<file path="src/rtl/mips_avalon_arbiter_if.sv">
// One Avalon-MM link (address/control/data plus waitrequest/readdata).
// The arbiter uses three of these: two toward the CPU masters, one toward the RAM.
interface mips_avalon_arbiter_if #(
    parameter int ADDR_WIDTH = 32,
    parameter int DATA_WIDTH = 32
);
    logic [ADDR_WIDTH-1:0]   address;
    logic                    read;
    logic                    write;
    logic [DATA_WIDTH-1:0]   writedata;
    logic [DATA_WIDTH/8-1:0] byteenable;
    logic                    waitrequest;
    logic [DATA_WIDTH-1:0]   readdata;

    modport master (
        output address, read, write, writedata, byteenable,
        input  waitrequest, readdata
    );

    modport slave (
        input  address, read, write, writedata, byteenable,
        output waitrequest, readdata
    );
endinterface

</file>
<file path="src/rtl/mips_avalon_arbiter.sv">
// Two-master (M0 ifetch, M1 data) to one-slave Avalon-MM arbiter, fixed M1 priority with M0 starvation guard.
// Define MIPS_ARB_ROUND_ROBIN_EN to replace fixed priority with alternating round-robin on contention.
module mips_avalon_arbiter #(
    parameter int ADDR_WIDTH   = 32,
    parameter int DATA_WIDTH   = 32,
    parameter int STARVE_LIMIT = 4
) (
    input  logic clk,
    input  logic rst_n,
    mips_avalon_arbiter_if.slave  m0,
    mips_avalon_arbiter_if.slave  m1,
    mips_avalon_arbiter_if.master s
);
    typedef enum logic [1:0] {
        IDLE   = 2'd0,
        GRANT0 = 2'd1,
        GRANT1 = 2'd2
    } state_t;

    state_t state;
    state_t next_state;

    logic m0_req;
    logic m1_req;
    logic pick0;
    logic enter0;
    logic enter1;

    logic [ADDR_WIDTH-1:0]   addr_mux;
    logic [DATA_WIDTH-1:0]   wdata_mux;
    logic [DATA_WIDTH/8-1:0] be_mux;
    logic                    read_mux;
    logic                    write_mux;
    logic                    m0_wait;
    logic                    m1_wait;

    assign m0_req = m0.read | m0.write;
    assign m1_req = m1.read | m1.write;

    assign enter0 = (state == IDLE) && (next_state == GRANT0);
    assign enter1 = (state == IDLE) && (next_state == GRANT1);

`ifdef MIPS_ARB_ROUND_ROBIN_EN
    // last_grant: 0 = M0 was granted last, 1 = M1; the other master wins a tie.
    logic last_grant;

    assign pick0 = m0_req & (~m1_req | last_grant);

    always_ff @(posedge clk or negedge rst_n) begin
        if (!rst_n) begin
            last_grant <= 1'b0;
        end else if (enter0) begin
            last_grant <= 1'b0;
        end else if (enter1) begin
            last_grant <= 1'b1;
        end
    end
`else
    localparam logic [3:0] STARVE_LIM = 4'(STARVE_LIMIT);

    logic [3:0] starve_cnt;

    function automatic logic [3:0] sat_inc(input logic [3:0] v);
        return (v == 4'hF) ? v : v + 4'd1;
    endfunction

    assign pick0 = m0_req & (~m1_req | (starve_cnt >= STARVE_LIM));

    // Counts M1 grants taken while M0 was already waiting.
    always_ff @(posedge clk or negedge rst_n) begin
        if (!rst_n) begin
            starve_cnt <= 4'd0;
        end else if (enter0) begin
            starve_cnt <= 4'd0;
        end else if (enter1) begin
            starve_cnt <= m0_req ? sat_inc(starve_cnt) : 4'd0;
        end
    end
`endif

    always_ff @(posedge clk or negedge rst_n) begin
        if (!rst_n) begin
            state <= IDLE;
        end else begin
            state <= next_state;
        end
    end

    // A grant ends on completion or when the owner drops its request (abort).
    always_comb begin
        next_state = state;
        unique case (state)
            IDLE: begin
                if (pick0) begin
                    next_state = GRANT0;
                end else if (m1_req) begin
                    next_state = GRANT1;
                end
            end
            GRANT0: begin
                if (!m0_req || !s.waitrequest) begin
                    next_state = IDLE;
                end
            end
            GRANT1: begin
                if (!m1_req || !s.waitrequest) begin
                    next_state = IDLE;
                end
            end
            default: next_state = IDLE;
        endcase
    end

    // Non-owners stall only while they are requesting.
    always_comb begin
        addr_mux  = '0;
        wdata_mux = '0;
        be_mux    = '0;
        read_mux  = 1'b0;
        write_mux = 1'b0;
        m0_wait   = m0_req;
        m1_wait   = m1_req;
        unique case (state)
            GRANT0: begin
                addr_mux  = m0.address;
                wdata_mux = m0.writedata;
                be_mux    = m0.byteenable;
                read_mux  = m0.read;
                write_mux = m0.write;
                m0_wait   = s.waitrequest;
            end
            GRANT1: begin
                addr_mux  = m1.address;
                wdata_mux = m1.writedata;
                be_mux    = m1.byteenable;
                read_mux  = m1.read;
                write_mux = m1.write;
                m1_wait   = s.waitrequest;
            end
            default: begin
            end
        endcase
    end

    assign s.address    = addr_mux;
    assign s.writedata  = wdata_mux;
    assign s.byteenable = be_mux;
    assign s.read       = read_mux;
    assign s.write      = write_mux;

    assign m0.waitrequest = m0_wait;
    assign m1.waitrequest = m1_wait;
    assign m0.readdata    = s.readdata;
    assign m1.readdata    = s.readdata;
endmodule

</file>
<file path="src/flat_wrapper.sv">
// flat-port wrapper written by rule: the top's interface ports become plain ports
module mips_avalon_arbiter_flat 
#(
    parameter int ADDR_WIDTH   = 32,
    parameter int DATA_WIDTH   = 32,
    parameter int STARVE_LIMIT = 4
)
  (clk, rst_n, m0_address, m0_read, m0_write, m0_writedata, m0_byteenable, m0_waitrequest, m0_readdata, m1_address, m1_read, m1_write, m1_writedata, m1_byteenable, m1_waitrequest, m1_readdata, s_address, s_read, s_write, s_writedata, s_byteenable, s_waitrequest, s_readdata);
  mips_avalon_arbiter_if #(.ADDR_WIDTH(ADDR_WIDTH), .DATA_WIDTH(DATA_WIDTH)) m0_i ();
  mips_avalon_arbiter_if #(.ADDR_WIDTH(ADDR_WIDTH), .DATA_WIDTH(DATA_WIDTH)) m1_i ();
  mips_avalon_arbiter_if #(.ADDR_WIDTH(ADDR_WIDTH), .DATA_WIDTH(DATA_WIDTH)) s_i ();
  input  logic clk;
  input  logic rst_n;
  input wire logic [$bits(m0_i.address)-1:0] m0_address;
  input wire logic [$bits(m0_i.read)-1:0] m0_read;
  input wire logic [$bits(m0_i.write)-1:0] m0_write;
  input wire logic [$bits(m0_i.writedata)-1:0] m0_writedata;
  input wire logic [$bits(m0_i.byteenable)-1:0] m0_byteenable;
  output wire logic [$bits(m0_i.waitrequest)-1:0] m0_waitrequest;
  output wire logic [$bits(m0_i.readdata)-1:0] m0_readdata;
  input wire logic [$bits(m1_i.address)-1:0] m1_address;
  input wire logic [$bits(m1_i.read)-1:0] m1_read;
  input wire logic [$bits(m1_i.write)-1:0] m1_write;
  input wire logic [$bits(m1_i.writedata)-1:0] m1_writedata;
  input wire logic [$bits(m1_i.byteenable)-1:0] m1_byteenable;
  output wire logic [$bits(m1_i.waitrequest)-1:0] m1_waitrequest;
  output wire logic [$bits(m1_i.readdata)-1:0] m1_readdata;
  output wire logic [$bits(s_i.address)-1:0] s_address;
  output wire logic [$bits(s_i.read)-1:0] s_read;
  output wire logic [$bits(s_i.write)-1:0] s_write;
  output wire logic [$bits(s_i.writedata)-1:0] s_writedata;
  output wire logic [$bits(s_i.byteenable)-1:0] s_byteenable;
  input wire logic [$bits(s_i.waitrequest)-1:0] s_waitrequest;
  input wire logic [$bits(s_i.readdata)-1:0] s_readdata;
  assign m0_i.address = m0_address;
  assign m0_i.read = m0_read;
  assign m0_i.write = m0_write;
  assign m0_i.writedata = m0_writedata;
  assign m0_i.byteenable = m0_byteenable;
  assign m0_waitrequest = m0_i.waitrequest;
  assign m0_readdata = m0_i.readdata;
  assign m1_i.address = m1_address;
  assign m1_i.read = m1_read;
  assign m1_i.write = m1_write;
  assign m1_i.writedata = m1_writedata;
  assign m1_i.byteenable = m1_byteenable;
  assign m1_waitrequest = m1_i.waitrequest;
  assign m1_readdata = m1_i.readdata;
  assign s_address = s_i.address;
  assign s_read = s_i.read;
  assign s_write = s_i.write;
  assign s_writedata = s_i.writedata;
  assign s_byteenable = s_i.byteenable;
  assign s_i.waitrequest = s_waitrequest;
  assign s_i.readdata = s_readdata;
  mips_avalon_arbiter #(.ADDR_WIDTH(ADDR_WIDTH), .DATA_WIDTH(DATA_WIDTH), .STARVE_LIMIT(STARVE_LIMIT)) u_core (.clk(clk), .rst_n(rst_n), .m0(m0_i), .m1(m1_i), .s(s_i));
endmodule
</file>
<file path="config.mk">
export PLATFORM = sky130hd
export DESIGN_NAME = mips_avalon_arbiter_flat
export DESIGN_NICKNAME = d
export VERILOG_FILES = /design/src/rtl/mips_avalon_arbiter_if.sv /design/src/rtl/mips_avalon_arbiter.sv /design/src/flat_wrapper.sv
export SDC_FILE = /design/constraint.sdc
export NUM_CORES = 1
export LEC_CHECK = 0
export ABC_AREA = 0
export CORE_AREA = 3 3 119 121
export DETAILED_ROUTE_END_ITERATION = 16
export DIE_AREA = 0 0 122 124
export SLEW_MARGIN = 30
export SYNTH_ARGS = -nofsm -noshare
export SYNTH_HDL_FRONTEND = slang
export SYNTH_SLANG_ARGS = --single-unit
</file>
<file path="constraint.sdc">
create_clock -name clk -period 1.65 [get_ports clk]
set_input_delay 0.33 -clock clk [delete_from_list [all_inputs] [get_ports clk]]
set_output_delay 0.33 -clock clk [all_outputs]
set_load 0.005 [all_outputs]
</file>
==> out/metrics.yaml <==
yosys:
  syn-num-nets: 462
  avgSynthCellArea_um2: 7.268
  ys_types: 32
  ys_ff_latch: 6
  yosys_warnings: 0
  synthArstFlopShare_pct: 100.0
  postSynthCellCount: 282
  synth_seq_area_share_pct: 7.326
  synthesis.area_mm2: 0.002049
  synth_edf_count: 0
  synth_top_flop_cell: "dfrtp_1"
setup_path:
  startpoint_type: "flop"
  cp_slowest_cell: "dfrtp_1"
  end_kind: "output port"
  critPathMaxStageDelay_ps: 400
  cpMostUsedCell: "buf_12"
  cp.arrival_ps: 1690
  crit_path_cell_trace: "buf_6, ha_4, buf_12, buf_16, buf_12, a22oi_2, nor2b_1, buf_2"
  critPathRequiredTime_ps: 1320
  path_buf_inv: 5
  cp-startpoint: "u_core.state[0]"
  cpLargestDelayFamily: "buffers and inverters"
  rr_startpoint: "u_core.state[0]"
  worstSetupPathType: "flop to output port"
  path_max_fanout: 5
timing:
  rsz0062_at_grt: "yes"
  tightest_slew_ps: 409.5
  fmax_ghz: 0.4954
  fin_tns_setup_ps: -22360
  setup_viol: 77
  final_hold_viol_count: 0
  fin_skew_ps: 2.289
  timing.final.ws_setup_ps: -368.8
  min_period_ps: 2019
  min_period_over_period_pct: 122.3
  finalMaxSlewViolations: 0
  slew_headroom_pct: 72.47
route:
  wl_um: 11910
  vias_per_cell: 4.329
  postRouteAntennaNets: 0
  vias: 2857
  dr.first_iter.drc_count: 45
  drc_errors: 0
  wl_per_cell_um: 18.05
  first_pass_iters: 4
power:
  p_per_area_mw_per_mm2: 1721
  p_leak_nw: 1.972
  ir_drop_mv: 1.267
floorplanning:
  io_pins: 311
  design.die.area_mm2: 0.01513
  initial_core_util_pct: 15.54
  fp.coreArea_mm2: 0.01319
  rows: 42
  die_h_um: 124
  fp.dieW_um: 122
finish:
  fin_util_pct: 39.08
  mostFrequentLayoutCells: "clkdlybuf4s50_1, a22oi_2, nor2b_1"
  nFillCells: 1299
  final_common_cell: "clkdlybuf4s50_1"
  final_layout_size_suffix_gt1_share_pct: 52.38
  nets: 665
  areaGrowthSynthToFinish_pct: 151.5
  stdcell_count: 660
cts:
  holdBufCountCts: 0
  cts_tree: "done"
  cts_sinks: 6
  cts_inserted_buffers: 3
  cts-htree-levels: 1
  clock_latency_ps: 230
  worst_setup_hold_path_clk_slew_ps: 30
  clockBufferDepth: 2
  cts_root_buf: "clkbuf_16"
grt:
  antenna_found_initial: 1
  grt_pass1_vias: 2908
  grt-ovfl-total: 0
  grtUsageTotal_pct: 13.32
  grt_max_degree: 35
  grt_first_pass_wirelength_um: 15810
placed_design:
  dpl.cell_count: 621
  place_congestion: 0.7985
  io_buffer_count: 214
  hpwl_um: 8365
outcome:
  status: "finished, violations left"
  violations: "negative setup slack"
worst_hold_path:
  hp-class: "input port to asynchronous set/reset pin"
run:
  maxCapViolations: 0
[cells in the mapped netlist (all sizes together) (3+ instances only)]
| master | n | area [µm²] |
|---|---|---|
| buf | 67 | 501.7 |
| ha | 5 | 62.56 |
| nand2 | 4 | 15.01 |
| o21ai | 8 | 40.03 |
| and3 | 3 | 25.03 |
| a22oi | 70 | 525.5 |
| nor2b | 71 | 444.2 |
| clkbuf | 21 | 78.83 |
| nor2 | 4 | 15.01 |
| inv | 3 | 11.26 |
| dfrtp | 6 | 150.1 |
[report_power, final]
part,internal [mW],switching [mW]
registers,0.227,0.0713
clock network,0.312,0.0891
logic,4.80,3.37
[through the flow]
| stage | area [µm²] | hold WS (ps) | setup slack [ps] | total power, mW |
|---|---|---|---|---|
| final | 5155 | 368.2 | -368.8 | 8.870 |
| after floorplan | 2092 | 34.41 | -51.06 | 3.082 |
| after global placement | 4215 | 500.4 | -474.4 | 5.843 |
| after global routing | 5155 | 386.3 | -452.9 | 9.436 |
| after CTS | 4853 | 369.0 | -395.2 | 7.777 |
| after detailed placement | 4215 | 535.8 | -523.4 | 5.937 |
[flip-flops by register name (all words and copies together), names as in the netlist]
| signal | count |
|---|---|
| u_core.starve_cnt | 4 |
| u_core.state | 2 |
[metal layers]
| metal | GRT usage [%] | part of all wire, % | vias to the layer above |
|---|---|---|---|
| li1 | - | - | 1352 |
| met1 | 13.55 | 35 | 1352 |
| met2 | 27.42 | 55 | 138 |
| met3 | 3.134 | 8.1 | 15 |
| met4 | 2.521 | 1.3 | 0 |
| met5 | 0 | 0 | - |
[kinds of logic after synthesis]
logic type      count (synthesis)  share of synthesized area, %
compound gates                 90                         33.52
fa+ha+maj                       5                         3.053
buf+inv                        91                         28.88
flops                           6                         7.326
mux                             2                         1.099
simple gates                   88                         26.13
[repair_timing]
action                                  in CTS  in global routing
setup buffers                               16                 12
gates cloned                                 5                  5
gates resized for setup                    361                 62
endpoints found under the setup margin      77                 78
pin swaps                                   20                 19
[area by class of cell]
class                      count  area (µm²)  share of cell area, %
tap                          176       220.2                  4.272
antenna                        1       2.502                0.04854
clock buffer                   3       75.07                  1.456
multi-input combinational    185        1866                  36.19
timing repair buffer         286        2830                  54.90
sequential                     6       150.1                  2.913
inverter                       3       11.26                 0.2184
[worst paths after layout]
path / end / slack, ps / cells past startpoint
max: s_address[15] / -370 / 8
min: u_core.state[1] / 370 / 1
max reg2reg: u_core.starve_cnt[2] / -220 / 10
max in group asynchronous: u_core.starve_cnt[3] / 1030 / 1
min in group clk: u_core.starve_cnt[1] / 560 / 2
min reg2reg: u_core.starve_cnt[1] / 560 / 2
(Power assumes the default switching activity.)
